==> src/rtl/fighter_action_arb.sv <==
// fighter_action_arb
// ------------------
// Frame-rate action arbiter for one fighting-game player. On every clk edge
// with frame_tick=1 it picks the player's action (idle, walk, punch, kick,
// post-attack recovery, hit-stun) and the X displacement to apply this frame.
// Attack and walk motion toward the right bound is clipped against the
// distance left to the wall. Hit push-back and left walking are clipped
// against the left screen edge.
//
// Ports
//   clk         system clock
//   Reset       asynchronous active-high reset
//   frame_tick  one-cycle frame-advance strobe; nothing changes without it
//   punch_req, kick_req, walk_l, walk_r, crouch, hit
//               request / event levels, sampled on frame ticks
//   xpos        player left edge in pixels (unsigned)
//   x_motion    signed per-frame X displacement (registered)
//   action      0 IDLE, 1 WALK, 2 PUNCH, 3 KICK, 4 RECOVER, 5 HITSTUN (registered)
//   busy        high in PUNCH, KICK, RECOVER and HITSTUN (registered)
//
// Configuration
//   FIGHTER_ARB_COOLDOWN_EN  when defined, a finished attack spends
//                            COOLDOWN_FRAMES frames in RECOVER before
//                            returning to IDLE. When undefined, attacks return
//                            straight to IDLE and RECOVER is never entered.

module fighter_action_arb #(
   parameter int BOUND_X_MAX     = 638,
   parameter int SPRITE_W        = 125,
   parameter int WALK_STEP       = 2,
   parameter int COOLDOWN_FRAMES = 8,
   parameter int HITSTUN_FRAMES  = 12
) (
   input  logic               clk,
   input  logic               Reset,
   input  logic               frame_tick,
   input  logic               punch_req,
   input  logic               kick_req,
   input  logic               walk_l,
   input  logic               walk_r,
   input  logic               crouch,
   input  logic               hit,
   input  logic [9:0]         xpos,
   output logic signed [10:0] x_motion,
   output logic [2:0]         action,
   output logic               busy
);

   localparam int PUNCH_FRAMES = 6;
   localparam int KICK_FRAMES  = 4;
   localparam int HIT_PUSH     = 3;

   // One counter serves as the attack frame index and as the recovery /
   // hit-stun countdown, so it must hold the largest of those values.
   localparam int CNT_MAX_A = (HITSTUN_FRAMES > COOLDOWN_FRAMES) ? HITSTUN_FRAMES : COOLDOWN_FRAMES;
   localparam int CNT_MAX   = (CNT_MAX_A > PUNCH_FRAMES) ? CNT_MAX_A : PUNCH_FRAMES;
   localparam int CNT_W     = $clog2(CNT_MAX + 1);

   localparam logic signed [12:0] BOUND_S = 13'(BOUND_X_MAX);
   localparam logic signed [12:0] WIDTH_S = 13'(SPRITE_W);
   localparam logic signed [12:0] STEP_S  = 13'(WALK_STEP);
   localparam logic signed [12:0] PUSH_S  = 13'(HIT_PUSH);

   localparam logic [CNT_W-1:0] PUNCH_LAST = CNT_W'(PUNCH_FRAMES);
   localparam logic [CNT_W-1:0] KICK_LAST  = CNT_W'(KICK_FRAMES);
   localparam logic [CNT_W-1:0] HIT_LOAD   = CNT_W'(HITSTUN_FRAMES);
   localparam logic [CNT_W-1:0] CNT_ONE    = CNT_W'(1);

   typedef enum logic [2:0] {
      IDLE    = 3'd0,
      WALK    = 3'd1,
      PUNCH   = 3'd2,
      KICK    = 3'd3,
      RECOVER = 3'd4,
      HITSTUN = 3'd5
   } action_t;

`ifdef FIGHTER_ARB_COOLDOWN_EN
   localparam action_t          ATTACK_END     = RECOVER;
   localparam logic [CNT_W-1:0] ATTACK_END_CNT = CNT_W'(COOLDOWN_FRAMES);
`else
   localparam action_t          ATTACK_END     = IDLE;
   localparam logic [CNT_W-1:0] ATTACK_END_CNT = '0;
`endif

   action_t            state;
   action_t            next_state;
   logic [CNT_W-1:0]   cnt;
   logic [CNT_W-1:0]   next_cnt;
   logic signed [10:0] next_x;
   logic               next_busy;

   logic signed [12:0] xpos_s;
   logic signed [12:0] cnt_s;
   logic signed [12:0] wall_dist;
   logic signed [12:0] wall_room;
   logic signed [12:0] atk_mot;
   logic signed [12:0] walk_r_mot;
   logic signed [12:0] walk_l_mot;
   logic signed [12:0] push_mot;
   logic               clamp;
   logic               walk_one;

   // Geometry: distance from the sprite's right edge to the right bound. It
   // goes negative when the sprite already overlaps the bound, so motion
   // toward the wall uses the non-negative wall_room.
   assign xpos_s     = $signed(13'(xpos));
   assign cnt_s      = $signed(13'(cnt));
   assign wall_dist  = BOUND_S - (xpos_s + WIDTH_S);
   assign wall_room  = wall_dist[12] ? 13'sd0 : wall_dist;
   assign walk_r_mot = (STEP_S < wall_room) ? STEP_S : wall_room;
   assign walk_l_mot = (STEP_S < xpos_s) ? STEP_S : xpos_s;
   assign push_mot   = (PUSH_S < xpos_s) ? PUSH_S : xpos_s;
   assign walk_one   = walk_l ^ walk_r;

   // Motion the attack frame executed on this tick would ask for. In PUNCH
   // the counter holds the index of the frame about to run. From IDLE/WALK it
   // is frame 0 of whichever attack wins priority.
   always_comb begin
      atk_mot = 13'sd6;
      if (state == PUNCH) begin
         atk_mot = 13'sd9 - cnt_s;
      end else if (state == KICK) begin
         atk_mot = 13'sd6;
      end else if (punch_req) begin
         atk_mot = 13'sd9;
      end
   end

   // An attack frame that would run into the wall stops at the wall and ends
   // the attack on the following frame.
   assign clamp = (atk_mot > wall_dist);

   // State register: everything advances on frame ticks only.
   always_ff @(posedge clk or posedge Reset) begin
      if (Reset) begin
         state    <= IDLE;
         cnt      <= '0;
         x_motion <= '0;
         busy     <= 1'b0;
      end else if (frame_tick) begin
         state    <= next_state;
         cnt      <= next_cnt;
         x_motion <= next_x;
         busy     <= next_busy;
      end
   end

   // Next-state logic. A hit wins in every state. Attacks end on the frame
   // after their last one, and a wall clamp jumps the counter straight to
   // that terminal value so the attack ends on the next frame.
   // RECOVER and HITSTUN count down and leave when the count reaches one,
   // which gives exactly N displayed frames for a load of N.
   always_comb begin
      next_state = state;
      next_cnt   = cnt;
      if (hit) begin
         next_state = HITSTUN;
         next_cnt   = HIT_LOAD;
      end else begin
         case (state)
            IDLE, WALK: begin
               next_cnt = '0;
               if (crouch) begin
                  next_state = IDLE;
               end else if (punch_req) begin
                  next_state = PUNCH;
                  next_cnt   = clamp ? PUNCH_LAST : CNT_ONE;
               end else if (kick_req) begin
                  next_state = KICK;
                  next_cnt   = clamp ? KICK_LAST : CNT_ONE;
               end else if (walk_one) begin
                  next_state = WALK;
               end else begin
                  next_state = IDLE;
               end
            end
            PUNCH: begin
               if (cnt >= PUNCH_LAST) begin
                  next_state = ATTACK_END;
                  next_cnt   = ATTACK_END_CNT;
               end else begin
                  next_cnt = clamp ? PUNCH_LAST : cnt + CNT_ONE;
               end
            end
            KICK: begin
               if (cnt >= KICK_LAST) begin
                  next_state = ATTACK_END;
                  next_cnt   = ATTACK_END_CNT;
               end else begin
                  next_cnt = clamp ? KICK_LAST : cnt + CNT_ONE;
               end
            end
            RECOVER, HITSTUN: begin
               if (cnt <= CNT_ONE) begin
                  next_state = IDLE;
                  next_cnt   = '0;
               end else begin
                  next_cnt = cnt - CNT_ONE;
               end
            end
            default: begin
               next_state = IDLE;
               next_cnt   = '0;
            end
         endcase
      end
   end

   // Output logic: motion and busy for the frame being entered. Any frame
   // that lands in PUNCH/KICK is an executed attack frame, and HITSTUN only
   // pushes back on the tick the hit arrives.
   always_comb begin
      next_x    = '0;
      next_busy = 1'b0;
      case (next_state)
         WALK: begin
            next_x = walk_r ? 11'(walk_r_mot) : 11'(-walk_l_mot);
         end
         PUNCH, KICK: begin
            next_x    = clamp ? 11'(wall_room) : 11'(atk_mot);
            next_busy = 1'b1;
         end
         RECOVER: begin
            next_busy = 1'b1;
         end
         HITSTUN: begin
            next_x    = hit ? 11'(-push_mot) : 11'sd0;
            next_busy = 1'b1;
         end
         default: begin
            next_x    = '0;
            next_busy = 1'b0;
         end
      endcase
   end

   assign action = state;

endmodule

==> config.mk <==
export PLATFORM = sky130hd
export DESIGN_NAME = fighter_action_arb
export DESIGN_NICKNAME = d
export VERILOG_FILES = /design/src/rtl/fighter_action_arb.sv
export SDC_FILE = /design/constraint.sdc
export NUM_CORES = 1
export LEC_CHECK = 0
export CAP_MARGIN = 20
export CORE_UTILIZATION = 45
export CTS_CLUSTER_DIAMETER = 50
export DETAILED_ROUTE_END_ITERATION = 8
export PLACE_DENSITY = 0.8
export SLEW_MARGIN = 20
export SYNTH_ARGS = -nofsm -noshare
export SYNTH_HDL_FRONTEND = slang
export SYNTH_SLANG_ARGS = --single-unit
==> constraint.sdc <==
create_clock -name clk -period 5.8 [get_ports clk]
set_clock_uncertainty 0.05 [all_clocks]
set_input_delay 0.58 -clock clk [delete_from_list [all_inputs] [get_ports clk]]
set_output_delay 0.58 -clock clk [all_outputs]
set_load 0.02 [all_outputs]
==> impl_summary.md <==
Setup path
The critical path start-end classification is input port to register. The critical path starts at xpos[1]. For flop-to-flop paths, the worst setup slack is 2.14 ns. STA classifies the critical path endpoint as a register. The endpoint identified for the worst register-to-register timing path is x_motion[0]. The worst reg-to-reg path cell count is 10. Data on the critical path is required at its endpoint by 5.92 ns. The launching element type of the critical path is an input port.

The critical path ends at x_motion[0]. The reg-to-reg startpoint is action[2]. The maximum fanout along the worst path is 10. At the worst endpoint, the arrival time is 4.37 ns.

STA
The slew at the pin closest to its max-slew limit is 0.946 ns. The total count of max-transition violations in the final report is 0. Setup repair after global routing left no endpoint under its margin.

For this run, the top clock speed supported by timing is 235 MHz. Adding up every negative setup slack in the final design gives 0 ns. The number of setup violations in the final report is 0. Measured against its own limit, the worst slew margin works out to 36.7%. The hold violation count in the final report is 0. The share of the clock period used by the worst path is 73.3%.

Once routing completed, OpenROAD measured the worst setup slack at 1.55 ns. The routed design could run at a clock period as short as 4.25 ns.

Floorplanning
The die covers 4710 um2. From bottom edge to top edge, the die measures 68.7 um. The standard cell core area is 4140 um2.

The initial core utilization is 48.2%. The initialized floorplan defines 23 standard-cell rows. The die width is 68.7 um. The number of ports placed on the die boundary is 34.

Yosys
The post-synthesis instance area is 2000 um2. When the netlist entered floorplanning its net count stood at 287. The post-synthesis cell type count is 55. The warning count from the yosys run is 0. For this run, the register share of the synthesized area comes to 23.8%. The synthesized design contains 19 register bits. In this run the mean area of a mapped cell was 8.09 um2. After technology mapping, the gate count stands at 247. The number of enable-type register cells in the synthesized netlist is 0. For this run, the leading register cell type out of synthesis is sky130_fd_sc_hd__dfrtp_1. Of all flip-flops after synthesis, the portion carrying an async set or reset was 100%.

Cells and area
The finished layout holds 324 standard cells, fillers aside. From synthesis to final layout, the design area changed by 19.3%. The post-route netlist has 5.11% of its cells at a drive strength greater than 1.

The total inserted antenna cells is 0. Cells fill 57.5% of the core in the end. The net total in the final layout is 315. The final-layout fill cell count is 399.

CTS
The clock tree root buffer cell is sky130_fd_sc_hd__clkbuf_8. The clock network latency to the later pin of the worst-skew pair is 0.25 ns. The post-cts resize count is 0.

The clock buffer count from CTS is 3. The clock transition time at the flip-flop clock pins of the worst setup and hold paths is 0.07 ns. The maximum level of the CTS H-tree is 1. The clock tree from TritonCTS is built. Buffers inserted to repair hold after CTS numbered 0. After clock tree synthesis, the setup repair step added 0 buffers. Clock tree synthesis found a total of 19 sinks.

No sink is reached through more buffers than the 2 on the longest clock path.

Placement
Routability-driven placement finished with a final weighted congestion of 0.925. OpenSTA, run right after detailed placement, puts the worst setup slack at 1.29 ns. The half-perimeter wire length of the detailed placement result is 3830 um. Including well taps, the total number of placed cells is 320. During placement, the flow inserted port buffers numbering 33.

Detailed routing
For this run, the detailed router's first-pass iteration total came to 5. After detailed routing, the number of vias per cell comes to 5.90. The residual antenna-violating net count after detailed routing is 0.

After detailed routing, the total wire length is 4820 um. The via total after detailed routing is 1913. The detailed router's first-iteration violation count is 165. In the final routed layout, each cell accounts on average for 14.9 um. For this run, design rule violations remaining after detail routing come to 0.

Pwr
The cell leakage power is 1.02 nW. Overall power consumption after layout is estimated at 497 uW. Dividing total power by cell area gives a power density of 209 nW/um2. The worst IR drop on VDD is 0.100 mV.

GRT
The global-route wire length before repair is 8270 um. The number of antenna violations at the first check in global routing was 0. Entering global routing, the biggest net connects 29 pins.

The via count of the first global-routing pass is 1788. The total congestion overflow after global routing is 0. Global routing consumed, over all layers together, 23.2% of the routing resources.

Job
Across the run, the number of max-cap violations was 0.

Hold path
The path class of the tightest hold or removal check is register to register.

Outcome
The run finished with clean final reports.
==> per-stage QoR <==
step / area (um2) / hold WS, ns
finish: 2380 / 0.454
global route: 2380 / 0.492
CTS: 2380 / 0.453
detailed placement: 2340 / 0.437
global placement: 2340 / 0.430
floorplan: 2000 / 0.481
==> power breakdown <==
part           total, mW  switching, mW  internal (mW)  leakage (nW)
clock             0.0915         0.0427         0.0488        0.0228
sequential         0.195         0.0410          0.154         0.223
combinational      0.211          0.112         0.0989         0.772
total              0.497          0.196          0.301          1.02
==> layout by cell type, fill, tap and decap left out, drive strengths merged, types with 3 or more instances in the layout <==
master / instances
clkdlybuf4s50: 33
inv: 22
ha: 21
o21ai: 21
nor2: 20
dfrtp: 19
nand2: 18
nor3: 10
a21oi: 8
mux2i: 7
o21a: 6
or3: 6
nor2b: 5
nand3: 5
xor2: 5
o221ai: 5
a211oi: 4
clkbuf: 4
a211o: 3
o211ai: 3
nand4: 3
nand2b: 3
a31oi: 3
nor4: 3
xnor2: 3
or2: 3
and2: 3
==> cells in the mapped netlist, drive strengths merged, types with 2 or more instances <==
master,count,area [um2]
a21o,2,15.0
ha,21,263
mux2,2,22.5
a211o,3,26.3
nand2b,3,18.8
xnor2,3,26.3
o41ai,2,36.3
o21ai,21,105
and3,2,12.5
or3,6,43.8
nor4,3,18.8
a21oi,8,40.0
o221ai,5,43.8
buf,2,22.5
a211oi,4,30.0
o2bb2ai,2,17.5
dfrtp,19,475
or2,3,18.8
a221o,2,20.0
o211ai,3,22.5
nand3,5,25.0
nand4,3,18.8
mux2i,7,70.1
a31oi,3,18.8
clkbuf,8,30.0
nand2,18,67.6
inv,22,82.6
xor2,5,43.8
a21boi,2,15.0
nor3,10,55.1
and2,3,21.3
nor2b,5,31.3
nor2,20,75.1
nor3b,2,15.0
o21a,6,45.0
==> layer usage <==
metal / global-route usage [%] / vias to the layer above / wire, um
met3: 1.81 / 10 / 271
li1: - / 950 / -
met4: 9.38 / 0 / 111
met1: 33.2 / 884 / 2300
met5: 0 / - / 0
met2: 35.7 / 69 / 2140
==> how the worst min path moves through the flow <==
stage | start | endpoint | slack, ns | cells past startpoint
2_1_floorplan | Reset | action[0] | 0.48 | 1
3_3_place_gp | busy | busy | 0.43 | 1
3_5_place_dp | busy | busy | 0.44 | 1
4_1_cts | busy | busy | 0.45 | 1
5_1_grt | x_motion[3] | x_motion[3] | 0.49 | 2
6_report | busy | busy | 0.45 | 1
==> sequential cells by signal, indices dropped and copies added (netlist names) <==
register	cells
action	3
busy	1
cnt	4
x_motion	11
==> cells by family after synthesis <==
kind of cell	synth area share (%)
muxes	4.63
buffers and inverters	6.95
AOI/OAI and AO/OA	25.3
and+or+nand+nor	22.7
xor gates and xnor gates	3.50
DFF	23.8
adders and majority gates	13.1
==> worst max-delay path, stage by stage <==
cell and delay, ns:
sky130_fd_sc_hd__clkdlybuf4s50_1 0.41, sky130_fd_sc_hd__inv_1 0.13, sky130_fd_sc_hd__ha_1 0.26, sky130_fd_sc_hd__or4b_4 0.51, sky130_fd_sc_hd__o21a_1 0.20, sky130_fd_sc_hd__or2_2 0.29, sky130_fd_sc_hd__ha_1 0.30, sky130_fd_sc_hd__and4_1 0.21
sky130_fd_sc_hd__o2bb2ai_1 0.12, sky130_fd_sc_hd__o21a_1 0.20, sky130_fd_sc_hd__o41ai_4 0.64, sky130_fd_sc_hd__mux2_2 0.42, sky130_fd_sc_hd__o32ai_2 0.08
==> cell type report <==
type	count	area [um2]	area share [%]
well taps	50	62.6	2.62
flip-flops and latches	19	475	19.9
repair buffers	33	330	13.9
clock buffers	4	45.0	1.89
inverters	23	86.3	3.62
multi-input cells	195	1390	58.1
(Power assumes the default switching activity.)
